`config.mk`:
```
export PLATFORM = sky130hd
export DESIGN_NAME = rx_desc_sched
export DESIGN_NICKNAME = d
export VERILOG_FILES = /design/src/rtl/rx_desc_sched.sv
export SDC_FILE = /design/constraint.sdc
export NUM_CORES = 1
export LEC_CHECK = 0
export ABC_AREA = 0
export BUFFER_PORTS_ARGS = -buffer_cell sky130_fd_sc_hd__buf_4
export CORE_MARGIN = 4
export CORE_UTILIZATION = 35
export CTS_CLUSTER_DIAMETER = 150
export DETAILED_ROUTE_END_ITERATION = 10
export PLACE_DENSITY = 0.64
export SYNTH_ARGS = -nofsm -noshare
export SYNTH_HDL_FRONTEND = slang
export SYNTH_SLANG_ARGS = --single-unit
```
`constraint.sdc`:
```
create_clock -name aclk -period 4.45 [get_ports aclk]
set_clock_uncertainty 0.15 [all_clocks]
set_input_delay 0 -clock aclk [delete_from_list [all_inputs] [get_ports aclk]]
set_output_delay 0 -clock aclk [all_outputs]
set_load 0.05 [all_outputs]
```
`src/rtl/rx_desc_sched.sv`:
```
// rx_desc_sched: issues ring descriptor addresses to the receive engine
// and retires its completions strictly in order.
module rx_desc_sched #(
  parameter int IDX_W   = 4,
  parameter int MAX_OUT = 1
) (
  input  logic             aclk,
  input  logic             aresetn,
  input  logic             enable,
  input  logic [15:0]      ring_base,
  input  logic [IDX_W-1:0] avail_tail,
  input  logic             sync_load,
  input  logic [IDX_W-1:0] sync_idx,
  output logic [31:0]      cmd_m_tdata,
  output logic             cmd_m_tvalid,
  output logic             cmd_m_tlast,
  input  logic             cmd_m_tready,
  input  logic [31:0]      stat_s_tdata,
  input  logic             stat_s_tvalid,
  input  logic             stat_s_tlast,
  output logic             stat_s_tready,
  output logic [IDX_W-1:0] head_idx,
  output logic [IDX_W-1:0] issue_idx,
  output logic [IDX_W:0]   outstanding,
  output logic             desc_done,
  output logic             seq_err,
  output logic             seq_err_sticky,
  output logic             idle
);

  localparam logic [0:0] S_IDLE = 1'b0;
  localparam logic [0:0] S_CMD  = 1'b1;

  localparam logic [IDX_W-1:0] IDX_ONE = 1;
  localparam logic [IDX_W:0]   OUT_ONE = 1;
  localparam logic [IDX_W:0]   OUT_MAX = (IDX_W+1)'(MAX_OUT);

  logic [0:0]  state;
  logic        cmd_hs;
  logic        stat_hs;
  logic        retire;
  logic        stray;
  logic        mism;
  logic        sync_take;
  logic        start;
  logic [15:0] head_addr;
  logic [15:0] issue_addr;
  logic        unused;

  assign unused = ^{stat_s_tlast, stat_s_tdata[31:16]};

  assign cmd_m_tlast   = 1'b1;
  assign stat_s_tready = 1'b1;
  assign idle = (outstanding == '0) && !cmd_m_tvalid;

  assign head_addr  = ring_base + 16'({head_idx, 4'b0000});
  assign issue_addr = ring_base + 16'({issue_idx, 4'b0000});

  assign cmd_hs  = cmd_m_tvalid && cmd_m_tready;
  assign stat_hs = stat_s_tvalid;
  assign retire  = stat_hs && (outstanding != '0);
  assign stray   = stat_hs && (outstanding == '0);
  assign mism    = retire && (stat_s_tdata[15:0] != head_addr);

  assign sync_take = sync_load && idle && (state == S_IDLE);

  assign start = (state == S_IDLE) && !sync_take && enable &&
                 (issue_idx != avail_tail) &&
                 (outstanding < OUT_MAX);

  always_ff @(posedge aclk or negedge aresetn) begin
    if (!aresetn) begin
      state        <= S_IDLE;
      cmd_m_tvalid <= 1'b0;
      cmd_m_tdata  <= '0;
    end else begin
      unique case (state)
        S_IDLE: begin
          if (start) begin
            state        <= S_CMD;
            cmd_m_tvalid <= 1'b1;
            cmd_m_tdata  <= {16'h0000, issue_addr};
          end
        end
        S_CMD: begin
          if (cmd_m_tready) begin
            state        <= S_IDLE;
            cmd_m_tvalid <= 1'b0;
          end
        end
        default: begin
          state        <= S_IDLE;
          cmd_m_tvalid <= 1'b0;
        end
      endcase
    end
  end

  always_ff @(posedge aclk or negedge aresetn) begin
    if (!aresetn) begin
      head_idx  <= '0;
      issue_idx <= '0;
    end else if (sync_take) begin
      head_idx  <= sync_idx;
      issue_idx <= sync_idx;
    end else begin
      if (retire)
        head_idx <= head_idx + IDX_ONE;
      if (cmd_hs)
        issue_idx <= issue_idx + IDX_ONE;
    end
  end

  // A cmd handshake and a retire in the same cycle cancel out.
  always_ff @(posedge aclk or negedge aresetn) begin
    if (!aresetn) begin
      outstanding <= '0;
    end else begin
      unique case (1'b1)
        cmd_hs && !retire: outstanding <= outstanding + OUT_ONE;
        !cmd_hs && retire: outstanding <= outstanding - OUT_ONE;
        default:           outstanding <= outstanding;
      endcase
    end
  end

  always_ff @(posedge aclk or negedge aresetn) begin
    if (!aresetn) begin
      desc_done      <= 1'b0;
      seq_err        <= 1'b0;
      seq_err_sticky <= 1'b0;
    end else begin
      desc_done <= retire;
      seq_err   <= mism || stray;
      if (mism || stray)
        seq_err_sticky <= 1'b1;
      else if (sync_take)
        seq_err_sticky <= 1'b0;
    end
  end

endmodule

```
==> results of run 1 <==
## final cells by class
type	count	area [sq um]	area share, %
Clock buffer	7	86.3	2.60
Multi-Input combinational cell	195	1410	42.5
Timing Repair Buffer	100	803	24.2
Clock inverter	1	5.00	0.151
Tap cell	96	120	3.61
Sequential cell	34	851	25.6
Inverter	12	45.0	1.35
## cell families after synthesis
| kind of cell | Yosys count |
|---|---|
| AND/OR/NAND/NOR | 67 |
| XOR/XNOR | 44 |
| AO/OA/AOI/OAI | 38 |
| buffers and inverters | 37 |
| flip-flops | 34 |
| adder cells (fa/ha/maj) | 15 |
| multiplexers | 13 |
| other | 2 |
## through the flow
| step | setup WS, ps | utilization (%) | area, sq um | total power (W) | hold WS, ps |
|---|---|---|---|---|---|
| floorplan | 1650 | - | 2500 | 0.00165 | -446 |
| global placement | 1720 | 44.5 | 3020 | 0.00201 | -161 |
| detailed placement | 1710 | 44.5 | 3020 | 0.00204 | -162 |
| CTS | 1410 | 48.9 | 3320 | 0.00231 | 12.7 |
| global route | 1240 | 48.9 | 3320 | 0.00244 | 60.3 |
| finish | 1380 | 48.9 | 3320 | 0.00228 | 15.0 |
## state kept, by name, indices dropped and copies added, names as in the netlist
signal and count:
cmd_m_tdata 16, cmd_m_tvalid 1, desc_done 1, head_idx 4
issue_idx 4, outstanding 5, seq_err 1, seq_err_sticky 1
state 1
## worst max-delay path by stage
stage / startpoint / cells after the start / endpoint
after floorplan: head_idx[0] / 8 / seq_err_sticky
after global placement: head_idx[0] / 8 / seq_err_sticky
after detailed placement: head_idx[0] / 8 / seq_err_sticky
after CTS: outstanding[0] / 10 / head_idx[1]
after global routing: outstanding[0] / 10 / head_idx[1]
final: outstanding[0] / 10 / head_idx[1]
## power by group
part,internal (W),switching (W),leakage [nW]
combinational,0.000539,0.000889,1.10
clock,0.000125,0.000112,0.0482
sequential,0.000452,0.000163,0.405
## cell usage in the layout, fill, tap and decap left out, types with 2 or more instances in the layout
cell	netlist	routed
sky130_fd_sc_hd__nor3_1	5	5
sky130_fd_sc_hd__a21o_1	5	5
sky130_fd_sc_hd__mux2_4	7	7
sky130_fd_sc_hd__fa_1	2	2
sky130_fd_sc_hd__mux2_2	3	3
sky130_fd_sc_hd__ha_1	13	13
sky130_fd_sc_hd__nand4b_1	2	2
sky130_fd_sc_hd__conb_1	2	18
sky130_fd_sc_hd__nand3_1	9	9
sky130_fd_sc_hd__dfrtp_1	34	34
sky130_fd_sc_hd__a31oi_1	3	3
sky130_fd_sc_hd__nor2_1	19	19
sky130_fd_sc_hd__dlygate4sd3_1	0	21
sky130_fd_sc_hd__nor4_1	2	2
sky130_fd_sc_hd__inv_1	12	12
sky130_fd_sc_hd__nand3b_1	2	2
sky130_fd_sc_hd__a21oi_1	18	18
sky130_fd_sc_hd__mux2i_1	3	3
sky130_fd_sc_hd__clkbuf_8	0	6
sky130_fd_sc_hd__nand2_1	12	12
sky130_fd_sc_hd__and2_1	2	2
sky130_fd_sc_hd__xor2_1	16	16
sky130_fd_sc_hd__o2111ai_1	2	2
sky130_fd_sc_hd__xnor2_1	28	28
sky130_fd_sc_hd__nand4_1	4	4
sky130_fd_sc_hd__o21ai_0	3	3
sky130_fd_sc_hd__buf_4	18	79
## synth_stat cells (all sizes together), types with 3 or more instances
library cell	instances
a21o	5
a21oi	18
a31oi	3
buf	23
dfrtp	34
ha	13
inv	12
mux2	10
mux2i	3
nand2	13
nand3	9
nand4	4
nor2	20
nor3	5
o21ai	3
xnor2	28
xor2	16
## metal layers
layer  routed length [um]  GRT usage [%]  vias to the layer above
met5                    0              0                        -
met4                   10           2.64                        0
met3                  415           3.65                        2
met2                 3150           27.1                       59
met1                 2530           18.2                      968
li1                     -              -                     1020
## critical path: cells and delay by family, from the launching register on
family	cells	cell delay, ps
adder cells (fa/ha/maj)	1	200
flip-flops	1	460
buffers and inverters	3	1240
AND/OR/NAND/NOR	5	880
AO/OA/AOI/OAI	1	80
## repair_timing
| action | CTS | global route |
|---|---|---|
| endpoints found under the hold margin | 59 | 0 |
| endpoints found under the setup margin | 0 | 0 |
| resized for setup | 0 | 0 |
| hold buffers | 21 | 0 |
==> results.json, run 1 <==
{
  "result_of_the_run": "finished, final reports clean",
  "max_slew_margin_pct": 63.5,
  "io_buffers": 79,
  "synth_seq_area_share_pct": 34.8,
  "postRouteAntennaNets": 0,
  "firstDrtPassIters": 4,
  "diodes": 0,
  "timing.reg2reg.setup_slack_ps": 1380,
  "ir_drop_v": 0.000306,
  "setup.worst_path.start_class": "register",
  "rsz0062_at_grt": "false",
  "drt-total-wl_mm": 6.10,
  "max_cap_violations": 0,
  "syn_area_per_cell_sq_um": 9.78,
  "cts_max_level": 2,
  "placed_instances": 416,
  "cts-buffers-inserted": 5,
  "synth_simple_gate_area_share_pct": 14.5,
  "synthXorXnorAreaFrac_pct": 15.8,
  "area_delta_synth_final_pct": 36.0,
  "globalRoute.totalOverflow": 0,
  "final_hold_viol_count": 0,
  "initial_core_util_pct": 36.0,
  "crit_top_cell": "sky130_fd_sc_hd__dlygate4sd3_1",
  "nFillCells": 652,
  "mappedNetlistArea_sq_mm": 0.00244,
  "max-clock-path-buffers": 2,
  "critPathArrivalTime_ps": 3130,
  "final_layout_size_suffix_gt1_share_pct": 28.9,
  "post_cts_buffers": 0,
  "synth-compound-area-share_pct": 9.57,
  "synth_largest_type_area_fraction_pct": 34.8,
  "final-max-slew-violation-count": 0,
  "finalSetupTns_ps": 0,
  "timing.hold.worst.start": "ring_base[10]",
  "clock_sinks": 34,
  "first_global_vias": 2115,
  "die_x_um": 91.6,
  "ctsRootBufferMaster": "sky130_fd_sc_hd__clkbuf_8",
  "global_route.usage.total_pct": 15.0,
  "period_needed_ps": 3070,
  "largest_net_degree_at_the_start_of_global_routing": 35,
  "clkLatencyLatePin_ps": 280,
  "holdPathStages": 3,
  "regToRegStartpoint": "outstanding[0]",
  "max_freq_ghz": 0.326,
  "worst_r2r_endpoint": "head_idx[1]",
  "post-dp-hpwl_mm": 4.69,
  "netlist.top_cell.by_area": "sky130_fd_sc_hd__dfrtp_1",
  "routabilityCongestion": 0.800,
  "synth_mux_area_share_pct": 6.91,
  "grt_first_pass_wirelength_mm": 10.1,
  "netlist-cell-type-count": 46,
  "max_slew.worst_pin.slew_ps": 547,
  "non_filler_instance_count_after_layout": 445,
  "share_of_the_clock_period_used_by_the_worst_path_after_layout_pct": 68.9,
  "synth.ff_latch_count": 34,
  "drt-vias-per-instance": 4.60,
  "num_vias": 2049,
  "hold_path.class": "primary input to register",
  "design.portCount": 115,
  "critPathCaptureType": "register",
  "core_sq_mm": 0.00679,
  "syn_inst": 250,
  "wl_per_instance_um": 13.7,
  "ys.warnings.count": 0,
  "timing.reg2reg.worst_path_depth": 10,
  "criticalPathCategory": "register to register",
  "power_leakage_nw": 1.55,
  "largest_fanout_of_any_net_on_the_critical_path": 7,
  "clk_pin_slew_worst_paths_ps": 70,
  "final_net_count": 426,
  "setup_violations": 0,
  "cpPeakStageDelay_ps": 580,
  "power_per_cell_area_mw_per_mm2": 686,
  "critPathSlowestCell": "sky130_fd_sc_hd__dlygate4sd3_1",
  "arithmetic_cell_share_of_the_synthesized_area_counting_full_adders_half_adders_and_majority_gates_pct": 8.29,
  "drc_errors": 0,
  "placementRows": 30,
  "synthArstFlopShare_pct": 100,
  "cts_tree": "done",
  "design.die.area_sq_mm": 0.00839,
  "ys.flop_type": "sky130_fd_sc_hd__dfrtp_1",
  "synth_area_leaders": "sky130_fd_sc_hd__dfrtp_1 (35%), sky130_fd_sc_hd__xnor2_1 (10%), sky130_fd_sc_hd__ha_1 (6.7%)",
  "drt_first_iter_violations": 49,
  "synth-edff-count": 0,
  "hold_path_end": "cmd_m_tdata[10]",
  "largest_family_of_logic_cells_by_synthesized_area": "XOR/XNOR gates",
  "antenna_found_initial": 0,
  "worst-endpoint-required_ps": 4510,
  "cell_by_cell_trace_of_the_critical_path": "inv_1 > ha_1 > or4b_4 > nor2_4 > nand2_2 > nor2_1 > nand2_1 > dlygate4sd3_1 > o21ai_0 > dlygate4sd3_1",
  "die_height_um": 91.6
}
Note: power is estimated with default switching activity, not from simulation.
==> run 2, diff against run 1 <==
--- a/config.mk
+++ b/config.mk
@@ -5,13 +5,13 @@
 export SDC_FILE = /design/constraint.sdc
 export NUM_CORES = 1
 export LEC_CHECK = 0
-export ABC_AREA = 0
+export ABC_AREA = 1
 export BUFFER_PORTS_ARGS = -buffer_cell sky130_fd_sc_hd__buf_4
 export CORE_MARGIN = 4
 export CORE_UTILIZATION = 35
 export CTS_CLUSTER_DIAMETER = 150
 export DETAILED_ROUTE_END_ITERATION = 10
-export PLACE_DENSITY = 0.64
+export PLACE_DENSITY = 0.63
 export SYNTH_ARGS = -nofsm -noshare
 export SYNTH_HDL_FRONTEND = slang
 export SYNTH_SLANG_ARGS = --single-unit
==> constraint.sdc (replaced) <==
create_clock -name aclk -period 3 [get_ports aclk]
set_clock_uncertainty 0.15 [all_clocks]
set_input_delay 0 -clock aclk [delete_from_list [all_inputs] [get_ports aclk]]
set_output_delay 0 -clock aclk [all_outputs]
set_load 0.05 [all_outputs]
==> run 2 against run 1 <==
  * Utilization up 0.19 points
  * First-iteration DRC count up 65%
  * Register-to-register slack worse by 800 ps
  * Worst hold slack better by 8.7 ps
  * Final area up 7.8%
  * Fmax up 27%
  * Non-clock buffer count down 1
  * Synthesized area up 8.3%
  * Sequential power up 38%
  * Critical endpoint is now cmd_m_tdata[14]
  * Largest cell class unchanged
  * Highest routed layer unchanged
==> results.json, run 2 <==
{
  "area_delta_synth_final_pct": 35.2,
  "die_height_um": 95.0,
  "synthMostInstantiatedCell": "sky130_fd_sc_hd__nand2_1",
  "firstDrtPassIters": 5,
  "synth_area_leaders": "sky130_fd_sc_hd__dfrtp_1 (32%), sky130_fd_sc_hd__nand2_1 (16%), sky130_fd_sc_hd__inv_1 (7.2%)",
  "clock_sinks": 34,
  "mappedNetlistArea_sq_mm": 0.00265,
  "worst_r2r_endpoint": "cmd_m_tdata[14]",
  "hold_path_end": "issue_idx[0]",
  "routabilityCongestion": 0.830,
  "worst-endpoint-required_ps": 2990,
  "netlist.top_cell.by_area": "sky130_fd_sc_hd__dfrtp_1",
  "mostFrequentLayoutCell": "sky130_fd_sc_hd__nand2_1",
  "drt-vias-per-instance": 4.47,
  "final.hold.worst_slack_ps": 23.7,
  "max_cap_violations": 0,
  "synth.ff_latch_count": 34,
  "globalRoute.totalOverflow": 0,
  "wl_per_instance_um": 11.8,
  "grt_first_pass_wirelength_mm": 10.6,
  "final_net_count": 545,
  "max-clock-path-buffers": 2,
  "drt-total-wl_mm": 6.70,
  "post_cts_buffers": 0,
  "io_buffers": 79,
  "power_leakage_nw": 1.91,
  "max_freq_ghz": 0.413,
  "cts_tree": "done",
  "initial_core_util_pct": 36.3,
  "clk_pin_slew_worst_paths_ps": 70,
  "largest_registers": "cmd_m_tdata x16, outstanding x5",
  "design.portCount": 115,
  "num_vias": 2537,
  "result_of_the_run": "finished, final reports clean",
  "max_slew_margin_pct": 62.7,
  "ir_drop_v": 0.000526,
  "finalSetupTns_ps": 0,
  "criticalPathCategory": "register to register",
  "drc_errors": 0,
  "die_x_um": 95.0,
  "placementRows": 31,
  "synthArstFlopShare_pct": 100,
  "post_cts_hold_buffer_count": 20,
  "critPathCaptureType": "register",
  "largest_net_degree_at_the_start_of_global_routing": 35,
  "ys_top_cells_by_count": "sky130_fd_sc_hd__nand2_1 (116), sky130_fd_sc_hd__inv_1 (51), sky130_fd_sc_hd__dfrtp_1 (34), sky130_fd_sc_hd__nand3_1 (24), sky130_fd_sc_hd__o21ai_0 (21)",
  "setup_violations": 0,
  "clkLatencyLatePin_ps": 290,
  "regToRegStartpoint": "issue_idx[0]",
  "layout_common_cells": "sky130_fd_sc_hd__nand2_1 (116), sky130_fd_sc_hd__buf_4 (79), sky130_fd_sc_hd__inv_1 (51)",
  "setup.worst_path.start_class": "register",
  "cts_max_level": 2,
  "antenna_found_initial": 0,
  "period_needed_ps": 2420,
  "ys.warnings.count": 0,
  "syn_inst": 366,
  "critPathArrivalTime_ps": 2410,
  "ys.flop_type": "sky130_fd_sc_hd__dfrtp_1",
  "max_slew.worst_pin.slew_ps": 559,
  "rsz0062_at_grt": "false",
  "core_sq_mm": 0.00729,
  "post-dp-hpwl_mm": 5.30,
  "largest_fanout_of_any_net_on_the_critical_path": 6,
  "ctsResizeCount": 0,
  "share_of_the_clock_period_used_by_the_worst_path_after_layout_pct": 80.7,
  "first_global_vias": 2412,
  "ctsRootBufferMaster": "sky130_fd_sc_hd__clkbuf_8",
  "holdPathStages": 5,
  "final_hold_viol_count": 0,
  "final_layout_size_suffix_gt1_share_pct": 20.3,
  "netlist-cell-type-count": 28,
  "design.die.area_sq_mm": 0.00902,
  "number_of_flip_flops_in_the_largest_register": 16,
  "timing.reg2reg.worst_path_depth": 8,
  "final_util_pct": 49.1,
  "diodes": 0,
  "postRouteAntennaNets": 0,
  "global_route.usage.total_pct": 15.0,
  "regMostFlops": "cmd_m_tdata",
  "hold_path.class": "primary input to register",
  "final-max-slew-violation-count": 0,
  "cts-buffers-inserted": 5,
  "syn_area_per_cell_sq_um": 7.24,
  "power_per_cell_area_mw_per_mm2": 904,
  "synth-edff-count": 0,
  "drt_first_iter_violations": 81,
  "synth_largest_type_area_fraction_pct": 32.1,
  "synth_seq_area_share_pct": 32.1,
  "timing.reg2reg.setup_slack_ps": 580,
  "timing.hold.worst.start": "sync_load"
}
[run 2: layer usage]
metal	track usage, %	up-vias	part of all wire (%)
li1	-	1306	-
met1	18.4	1149	45
met2	26.0	72	48
met3	3.11	10	6.1
met4	4.93	0	1.5
met5	0	-	0
[run 2: metrics by stage]
step | worst slack (ps) | instance area (sq um) | std cells | total power (W)
floorplan | 580 | 2710 | 382 | 0.00228
global placement | 633 | 3280 | 539 | 0.00279
detailed placement | 596 | 3280 | 539 | 0.00282
CTS | 591 | 3580 | 567 | 0.00327
global route | 327 | 3580 | 567 | 0.00349
finish | 580 | 3580 | 567 | 0.00324
[run 2: cells by family after synthesis]
family                     Yosys count  share of synthesized area [%]
AOI/OAI and AO/OA                   35                           7.09
xor gates and xnor gates            33                           10.9
other                                2                          0.284
buffers and inverters               73                           13.1
adders and majority gates           15                           7.65
DFF                                 34                           32.1
and+or+nand+nor                    174                           28.8
[run 2: power breakdown]
group          internal [W]  total [W]  switching (W)
combinational      0.000681    0.00198        0.00130
sequential         0.000637   0.000846       0.000209
clock              0.000249   0.000414       0.000165
total               0.00157    0.00324        0.00167
[run 2: worst max-delay path by stage]
stage / start / slack [ps] / end
floorplan: issue_idx[0] / 580 / cmd_m_tdata[14]
global placement: head_idx[0] / 630 / seq_err_sticky
detailed placement: head_idx[0] / 600 / seq_err_sticky
CTS: head_idx[0] / 590 / seq_err_sticky
global route: head_idx[0] / 330 / seq_err_sticky
finish: issue_idx[0] / 580 / cmd_m_tdata[14]
[run 2: final cells by class]
cell class                      count  area (sq um)
Clock buffer                        7          76.3
Clock inverter                      1          30.0
Fill cell                         760          3710
Inverter                           52           198
Multi-Input combinational cell    275          1510
Sequential cell                    34           851
Tap cell                           99           124
Timing Repair Buffer               99           793
[run 2: worst max-delay path: stages, from the launching register on]
cell                      delay (ps)
sky130_fd_sc_hd__dfrtp_1         490
sky130_fd_sc_hd__ha_1            210
sky130_fd_sc_hd__inv_1            50
sky130_fd_sc_hd__fa_1            400
sky130_fd_sc_hd__o21ai_0         450
sky130_fd_sc_hd__nand2_1         160
sky130_fd_sc_hd__nor2_1          150
sky130_fd_sc_hd__xor2_1          140
sky130_fd_sc_hd__o21ai_0          80
